$ cat src/rtl/ram_arbiter.sv
// rtl/ram_arbiter.sv - round-robin arbiter sequencing two requesters onto a single-port 32x16 RAM
module ram_arbiter #(
    parameter int DATA_W = 16,
    parameter int ADDR_W = 5
) (
    input  logic              clk,
    input  logic              rst,
    input  logic              req0,
    input  logic              req1,
    input  logic              we0,
    input  logic              we1,
    input  logic [ADDR_W-1:0] addr0,
    input  logic [ADDR_W-1:0] addr1,
    input  logic [DATA_W-1:0] wdata0,
    input  logic [DATA_W-1:0] wdata1,
    output logic              gnt0,
    output logic              gnt1,
    output logic              rvalid0,
    output logic              rvalid1,
    output logic [DATA_W-1:0] rdata0,
    output logic [DATA_W-1:0] rdata1,
    output logic              busy,
    output logic              ram_wrenable,
    output logic              ram_rdenable,
    output logic [ADDR_W-1:0] ram_address,
    output logic [DATA_W-1:0] ram_data_in,
    input  logic [DATA_W-1:0] ram_data_out
);

    typedef enum logic [1:0] {
        IDLE   = 2'd0,
        ACCESS = 2'd1,
        RDWAIT = 2'd2
    } state_t;

    state_t              state_q, state_d;
    logic                winner_q, winner_d;
    logic                last_winner_q, last_winner_d;
    logic                ram_wrenable_q, ram_wrenable_d;
    logic                ram_rdenable_q, ram_rdenable_d;
    logic [ADDR_W-1:0]   ram_address_q, ram_address_d;
    logic [DATA_W-1:0]   ram_data_in_q, ram_data_in_d;
    logic [DATA_W-1:0]   rdata0_q, rdata0_d;
    logic [DATA_W-1:0]   rdata1_q, rdata1_d;
    logic                rvalid0_q, rvalid0_d;
    logic                rvalid1_q, rvalid1_d;
    logic                pick;
    logic                pick_we;

    always_comb begin
        state_d        = state_q;
        winner_d       = winner_q;
        last_winner_d  = last_winner_q;
        ram_wrenable_d = 1'b0;
        ram_rdenable_d = 1'b0;
        ram_address_d  = ram_address_q;
        ram_data_in_d  = ram_data_in_q;
        rdata0_d       = rdata0_q;
        rdata1_d       = rdata1_q;
        rvalid0_d      = 1'b0;
        rvalid1_d      = 1'b0;
        pick           = 1'b0;
        pick_we        = 1'b0;

        case (state_q)
            IDLE: begin
                if (req0 || req1) begin
                    // Under contention the port that did not win last time goes first.
                    pick           = (req0 && req1) ? ~last_winner_q : req1;
                    pick_we        = pick ? we1 : we0;
                    winner_d       = pick;
                    last_winner_d  = pick;
                    ram_wrenable_d = pick_we;
                    ram_rdenable_d = ~pick_we;
                    ram_address_d  = pick ? addr1 : addr0;
                    ram_data_in_d  = pick ? wdata1 : wdata0;
                    state_d        = ACCESS;
                end
            end
            ACCESS: begin
                state_d = ram_wrenable_q ? IDLE : RDWAIT;
            end
            RDWAIT: begin
                if (winner_q) begin
                    rdata1_d  = ram_data_out;
                    rvalid1_d = 1'b1;
                end else begin
                    rdata0_d  = ram_data_out;
                    rvalid0_d = 1'b1;
                end
                state_d = IDLE;
            end
            default: begin
                state_d = IDLE;
            end
        endcase
    end

    always_ff @(posedge clk) begin
        if (rst) begin
            state_q        <= IDLE;
            winner_q       <= 1'b0;
            last_winner_q  <= 1'b1;
            ram_wrenable_q <= 1'b0;
            ram_rdenable_q <= 1'b0;
            ram_address_q  <= '0;
            ram_data_in_q  <= '0;
            rdata0_q       <= '0;
            rdata1_q       <= '0;
            rvalid0_q      <= 1'b0;
            rvalid1_q      <= 1'b0;
        end else begin
            state_q        <= state_d;
            winner_q       <= winner_d;
            last_winner_q  <= last_winner_d;
            ram_wrenable_q <= ram_wrenable_d;
            ram_rdenable_q <= ram_rdenable_d;
            ram_address_q  <= ram_address_d;
            ram_data_in_q  <= ram_data_in_d;
            rdata0_q       <= rdata0_d;
            rdata1_q       <= rdata1_d;
            rvalid0_q      <= rvalid0_d;
            rvalid1_q      <= rvalid1_d;
        end
    end

    assign gnt0         = (state_q == ACCESS) && !winner_q;
    assign gnt1         = (state_q == ACCESS) && winner_q;
    assign busy         = (state_q != IDLE);
    assign rvalid0      = rvalid0_q;
    assign rvalid1      = rvalid1_q;
    assign rdata0       = rdata0_q;
    assign rdata1       = rdata1_q;
    assign ram_wrenable = ram_wrenable_q;
    assign ram_rdenable = ram_rdenable_q;
    assign ram_address  = ram_address_q;
    assign ram_data_in  = ram_data_in_q;

endmodule

$ cat config.mk
export PLATFORM = sky130hd
export DESIGN_NAME = ram_arbiter
export DESIGN_NICKNAME = d
export VERILOG_FILES = /design/src/rtl/ram_arbiter.sv
export SDC_FILE = /design/constraint.sdc
export NUM_CORES = 1
export LEC_CHECK = 0
export CORE_MARGIN = 5
export CORE_UTILIZATION = 35
export DETAILED_ROUTE_END_ITERATION = 8
export MAX_ROUTING_LAYER = met4
export PLACE_DENSITY_LB_ADDON = 0.2
export SYNTH_ARGS = -nofsm -noshare
export SYNTH_HDL_FRONTEND = slang
export SYNTH_SLANG_ARGS = --single-unit
$ cat constraint.sdc
create_clock -name clk -period 1.3 [get_ports clk]
set_input_delay 0.13 -clock clk [delete_from_list [all_inputs] [get_ports clk]]
set_output_delay 0.13 -clock clk [all_outputs]
set_load 0.005 [all_outputs]
==> metrics.csv, run 1 <==
metric,value,unit
status,"complete, no violations",
post-route ant nets,0,
chip height,92.2,µm
std cell rows,30,
Mapped Cells,294,
slowest CP cell,dfxtp_2,
largest cells by area after synthesis,"dfxtp_1 52%, nand2_1 17%, a21oi_1 11%, a311oi_1 7.8%, buf_2 3.2%",
number of iterations in the first detailed-routing pass,4,
Final period util,94.8,%
initial antenna violation count,0,
filler instances,638,
pin count of the biggest net entering global routing,24,
top-area cell type share of the netlist area,51.6,%
Crit path depth,3,
drt wl/cell,13.8,µm
sequential fraction of the synthesis area,51.6,%
Initial Util,35.4,%
most common cell in the netlist,nand2_1,
Crit Path Class,flip-flop to primary output,
crit path DAT,1100,ps
Worst Max-Slew Pin Slew,381,ps
Crit path required time,1170,ps
most area-hungry cell type in the Yosys netlist,dfxtp_1,
post-synth cell types,24,
yosys warns,0,
ant diodes,0,
Post-synth top cells,"107 x nand2_1, 61 x dfxtp_1, 54 x a21oi_1",
crit start category,flip-flop,
Top delay family on crit path,flip-flops,
area of the multi-input gates,1030,µm²
clk_skew,10.2,ps
maximum net fanout on the critical path,4,
crit path cell chain,"nor2_4, inv_1, clkdlybuf4s15_1",
CTS Root Cell,clkbuf_8,
max incr delay on CP,390,ps
Reg area,1230,µm²
first-pass GRT wire length,11300,µm
DRT iter0 DRCs,67,
"worst slack, placed",-346,ps
Max transition margin,74.6,%
Crit Reg-Reg Endpoint,ram_rdenable,
crit end category,primary output,
"Power, Total",0.00467,W
Skew-Pair Late Insertion Delay,330,ps
clk sink count,61,
Final Hold Vio Count,0,
setup TNS after final layout,0,ps
Total GRT Usage,17.0,%
max_cap viols,0,
R2R depth,4,
CTS Hold Buffers Added,0,
"Async S/R FF share, synth",0,%
Synth Flop Type,dfxtp_1,
"reg-to-reg slack, setup",100,ps
Setup crit start,state_q[0],
number of top-level pins,124,
pwr dens,1170,nW/µm²
final worst slack,67.1,ps
"flops & latches, synth",61,
Mapped Area,2370,µm²
Clock Path Buffers,2,
vias per cell,4.91,
TritonCTS clock tree,yes,
Tmin final,1230,ps
LEAKAGE,1.87,nW
total grt overflow,0,
Die Wd,92.2,µm
synthesis-to-layout area growth,68.0,%
DP HPWL,4940,µm
placer's final routability congestion estimate,0.785,
Num CTS Buffers,9,
layout cell share with drive strength beyond 1,11.1,%
Worst Hold Class,input pin to flip-flop,
"Buf+Inv Stages, Crit Path",2,
syn_nets,358,
"Clk pin slew, worst setup/hold paths",70,ps
H-tree Lvls,3,
setup violators final,0,
Worst R2R Start,last_winner_q,
Hold Path Cell Cnt,2,
die area,8510,µm²
number of global-route vias before repair,2462,
unrepaired setup endpoints after global routing,no,
Post-synth EDFFs,0,
"Avg Cell Area, Syn",8.05,µm²
Peak VDD IR,0.000582,V
# port buffers,123,
core area,6680,µm²
Routed WL,6940,µm
vias post-DR,2476,
final max-slew violation count,0,
Critical Path Sink,busy,
DRC,0,
final net count,483,
Max Freq,0.811,GHz
==> per-stage QoR <==
stage | std cells | util [%] | cell area, µm² | hold slack [ps]
floorplan | 294 | - | 2380 | 266
global placement | 488 | 56.6 | 3780 | 420
detailed placement | 488 | 56.6 | 3780 | 417
CTS | 504 | 59.0 | 3940 | 245
global route | 504 | 59.5 | 3980 | 275
finish | 504 | 59.5 | 3980 | 246
==> sequential cells by signal (all words and copies together), names as in the netlist <==
register       count
ram_rdenable       1
rdata1            16
winner_q           1
rvalid0            1
state_q            2
rvalid1            1
ram_data_in       16
last_winner_q      1
ram_address        5
ram_wrenable       1
rdata0            16
==> kinds of logic after synthesis <==
| kind of cell | synth area share, % |
|---|---|
| AOI/OAI and AO/OA | 20.5 |
| buffers and inverters | 5.50 |
| DFF | 51.6 |
| muxes | 0.423 |
| and+or+nand+nor | 22.0 |
==> metal layers <==
| metal | vias up | GRT usage, % | routed length, µm | share of wire (%) |
|---|---|---|---|---|
| met5 | - | - | 0 | 0 |
| met4 | 0 | 6.31 | 90 | 1.3 |
| met3 | 9 | 6.15 | 626 | 9.0 |
| met2 | 104 | 27.1 | 3340 | 48 |
| met1 | 1119 | 19.5 | 2890 | 42 |
| li1 | 1244 | - | - | - |
==> power by group <==
part | leakage (nW) | internal, W | switching, W
registers | 0.502 | 0.00199 | 0.0000682
logic | 1.26 | 0.000471 | 0.000352
clock network | 0.107 | 0.00107 | 0.000714
==> cell usage in the layout, fill, tap and decap left out, types with 2 or more instances in the layout <==
cell type,synthesis,final
nand2_1,107,107
clkdlybuf4s50_1,0,62
a21oi_1,54,54
dfxtp_1,61,53
dlygate4sd2_1,0,45
a311oi_1,21,21
dlymetal6s2s_1,0,12
clkbuf_8,0,9
buf_4,0,8
dfxtp_2,0,8
nor2_1,7,7
buf_12,0,7
clkinv_2,0,3
inv_1,2,2
nand3b_1,2,2
nor3_1,2,2
o21ai_0,2,2
bufinv_16,0,2
clkbuf_1,7,2
clkbuf_2,2,2
==> timing repair <==
action                                  CTS  global route
cloned                                    0             0
endpoints found under the setup margin   50            33
resized for setup                        56            21
setup buffers                             0             0
==> final cells by class <==
class | count | share of cell area (%)
Timing Repair Buffer | 139 | 35.2
Sequential cell | 61 | 31.0
Multi-Input combinational cell | 206 | 25.9
Clock buffer | 11 | 3.30
Tap cell | 80 | 2.52
Clock inverter | 5 | 1.89
Inverter | 2 | 0.189
==> worst min-delay path by stage <==
| stage | end | from |
|---|---|---|
| 6_report | ram_data_in[3] | rst |
| 5_1_grt | ram_data_in[3] | rst |
| 4_1_cts | ram_data_in[2] | rst |
| 3_5_place_dp | state_q[1] | ram_wrenable |
| 3_3_place_gp | state_q[1] | ram_wrenable |
| 2_1_floorplan | rdata0[0] | ram_data_out[0] |
Note: power is estimated with default switching activity, not from simulation.
==> inputs of run 2 (changes only) <==
--- a/config.mk
+++ b/config.mk
@@ -5,11 +5,13 @@
 export SDC_FILE = /design/constraint.sdc
 export NUM_CORES = 1
 export LEC_CHECK = 0
+export ABC_CLOCK_PERIOD_IN_PS = 1300
 export CORE_MARGIN = 5
 export CORE_UTILIZATION = 35
 export DETAILED_ROUTE_END_ITERATION = 8
 export MAX_ROUTING_LAYER = met4
 export PLACE_DENSITY_LB_ADDON = 0.2
+export SKIP_CTS_REPAIR_TIMING = 1
 export SYNTH_ARGS = -nofsm -noshare
 export SYNTH_HDL_FRONTEND = slang
 export SYNTH_SLANG_ARGS = --single-unit
==> run 2 against run 1 <==
Utilization up 2.9 points. Routed wire length grew 1.4%. Sequential share of layout area shrank 1.1 points. Cell area increased by 4.8%. First-iteration DRC count grew 7.5%. Combinational power rose by 5.1%. Via count increased by 0.57%. Clock skew about the same. Worst setup slack lost 2.4 ps. Largest power group unchanged. Sequential power hardly changed. Critical endpoint unchanged. Worst hold slack gained 2.8 ps. Highest routed layer unchanged. Cell count stayed put.
==> metrics.csv, run 2 (synthesis results as in run 1) <==
metric,value,unit,change
ant diodes,0,,unchanged
final net count,483,,unchanged
DP HPWL,4940,µm,unchanged
setup violators final,0,,unchanged
Cells after DPL,488,,unchanged
Setup crit start,state_q[1],,
Fin Hold WS,249,ps,+2.78 ps
number of iterations in the first detailed-routing pass,5,,+1
status,"complete, no violations",,
layout cell share with drive strength beyond 1,13.0,%,+1.9 points
Layout Cells excl Fill,504,,unchanged
crit end category,primary output,,
number of global-route vias before repair,2455,,-0.28%
LEAKAGE,2.48,nW,+33%
max_cap viols,0,,unchanged
first-pass GRT wire length,11300,µm,about the same
placer's final routability congestion estimate,0.785,,unchanged
H-tree Lvls,3,,unchanged
CTS Root Cell,clkbuf_8,,
Final Hold Vio Count,0,,unchanged
Crit Path Class,flip-flop to primary output,,
final worst slack,64.7,ps,-2.37 ps
"most common cell after layout, fill and taps aside",nand2_1,,
filler instances,595,,-6.7%
"Power, Total",0.00470,W,+0.67%
Num CTS Buffers,9,,unchanged
DRT iter0 DRCs,72,,+7.5%
slowest CP cell,dfxtp_2,,
die area,8510,µm²,unchanged
unrepaired setup endpoints after global routing,no,,
Routed WL,7040,µm,+1.4%
pwr dens,1130,nW/µm²,-4.0%
std cell rows,30,,unchanged
vias post-DR,2490,,+0.57%
hold_sp,rst,,
Max transition margin,73.9,%,-0.74 points
"worst slack, placed",-346,ps,unchanged
DRC,0,,unchanged
crit start category,flip-flop,,
"Buf+Inv Stages, Crit Path",2,,unchanged
# port buffers,123,,unchanged
Die Wd,92.2,µm,unchanged
pin count of the biggest net entering global routing,24,,unchanged
crit path DAT,1110,ps,about the same
drt wl/cell,14.0,µm,+1.4%
clk_skew,10.3,ps,+0.169 ps
Total GRT Usage,16.9,%,-0.018 points
Peak VDD IR,0.000574,V,-1.5%
Worst Max-Slew Pin Slew,392,ps,+11.1 ps
"Clk pin slew, worst setup/hold paths",70,ps,about the same
core area,6680,µm²,unchanged
most frequent cells in the layout,"107 x nand2_1, 62 x clkdlybuf4s50_1, 60 x dlymetal6s2s_1",,
Crit path required time,1170,ps,about the same
Tmin final,1240,ps,+2.37 ps
synthesis-to-layout area growth,76.2,%,
Max Freq,0.810,GHz,-0.19%
area of the multi-input gates,1020,µm²,-0.97%
Skew-Pair Late Insertion Delay,330,ps,about the same
crit path cell chain,"nor2_2, inv_1, dlymetal6s2s_1",,
clk sink count,61,,unchanged
total grt overflow,0,,unchanged
Reg area,1240,µm²,+1.0%
initial antenna violation count,0,,unchanged
Clock Path Buffers,2,,unchanged
max incr delay on CP,330,ps,-60 ps
Worst R2R Start,last_winner_q,,
chip height,92.2,µm,unchanged
Final period util,95.0,%,+0.18 points
post-route ant nets,0,,unchanged
Top delay family on crit path,flip-flops,,
vias per cell,4.94,,+0.57%
Worst Hold Class,input pin to flip-flop,,
TritonCTS clock tree,yes,,
final max-slew violation count,0,,unchanged
Initial Util,35.4,%,unchanged
maximum net fanout on the critical path,4,,unchanged
number of top-level pins,124,,unchanged
==> run 2: changes by cell type in the layout (fill, tap and decap cells not counted), moves of 2 or more <==
cell            before  now
clkbuf_2             2    0
nor2_2               0    2
dlygate4sd2_1       45    0
dfxtp_2              8   18
dlymetal6s2s_1      12   60
dfxtp_1             53   43
==> run 2: area by class of cell <==
class                           instances  area share, %
Timing Repair Buffer                  139           38.2
Multi-Input combinational cell        206           24.5
Clock inverter                          5           1.80
Tap cell                               80           2.40
Sequential cell                        61           29.8
Inverter                                2          0.180
Clock buffer                           11           3.15
==> run 2: worst paths after layout <==
path | slack [ps] | cells after the start | endpoint
max | 60 | 3 | busy
min | 250 | 2 | ram_data_in[3]
max reg2reg | 90 | 4 | ram_rdenable
min reg2reg | 410 | 1 | state_q[1]
==> run 2: worst reg2reg max path, cell delays in order, from the launching register on <==
cell and delay (ps):
dfxtp_1 380, a21bo_2 180, buf_12 160, mux2i_1 240
nor3b_1 180
==> run 2: through the flow <==
stage / util [%] / area (µm²) / TNS [ps]
floorplan: - / 2380 / 0
global placement: 56.6 / 3780 / -5710
detailed placement: 56.6 / 3780 / -6960
CTS: 59.6 / 3990 / -1760
global route: 62.4 / 4170 / 0
finish: 62.4 / 4170 / 0
==> run 2: where the power goes <==
part	switching, W	total [W]	internal, W
registers	0.0000647	0.00206	0.00199
logic	0.000356	0.000865	0.000510
clock network	0.000703	0.00177	0.00107
total	0.00112	0.00470	0.00357
==> run 2: routing by layer <==
metal  vias up  share of wire [%]  GRT usage [%]
met2       121                 49           27.1
met4         0                1.3           6.31
li1       1244                  -              -
met1      1113                 40           19.4
met3        12                9.9           6.32
met5         -                  0              -
==> inputs of run 3 (changes only) <==
--- a/config.mk
+++ b/config.mk
@@ -9,9 +9,11 @@
 export CORE_MARGIN = 5
 export CORE_UTILIZATION = 35
 export DETAILED_ROUTE_END_ITERATION = 8
+export GPL_ROUTABILITY_DRIVEN = 0
 export MAX_ROUTING_LAYER = met4
 export PLACE_DENSITY_LB_ADDON = 0.2
 export SKIP_CTS_REPAIR_TIMING = 1
 export SYNTH_ARGS = -nofsm -noshare
 export SYNTH_HDL_FRONTEND = slang
 export SYNTH_SLANG_ARGS = --single-unit
+export TNS_END_PERCENT = 10
==> results of run 3 <==
Same layout as run 2: the final DEF is identical, and so are final timing and power.
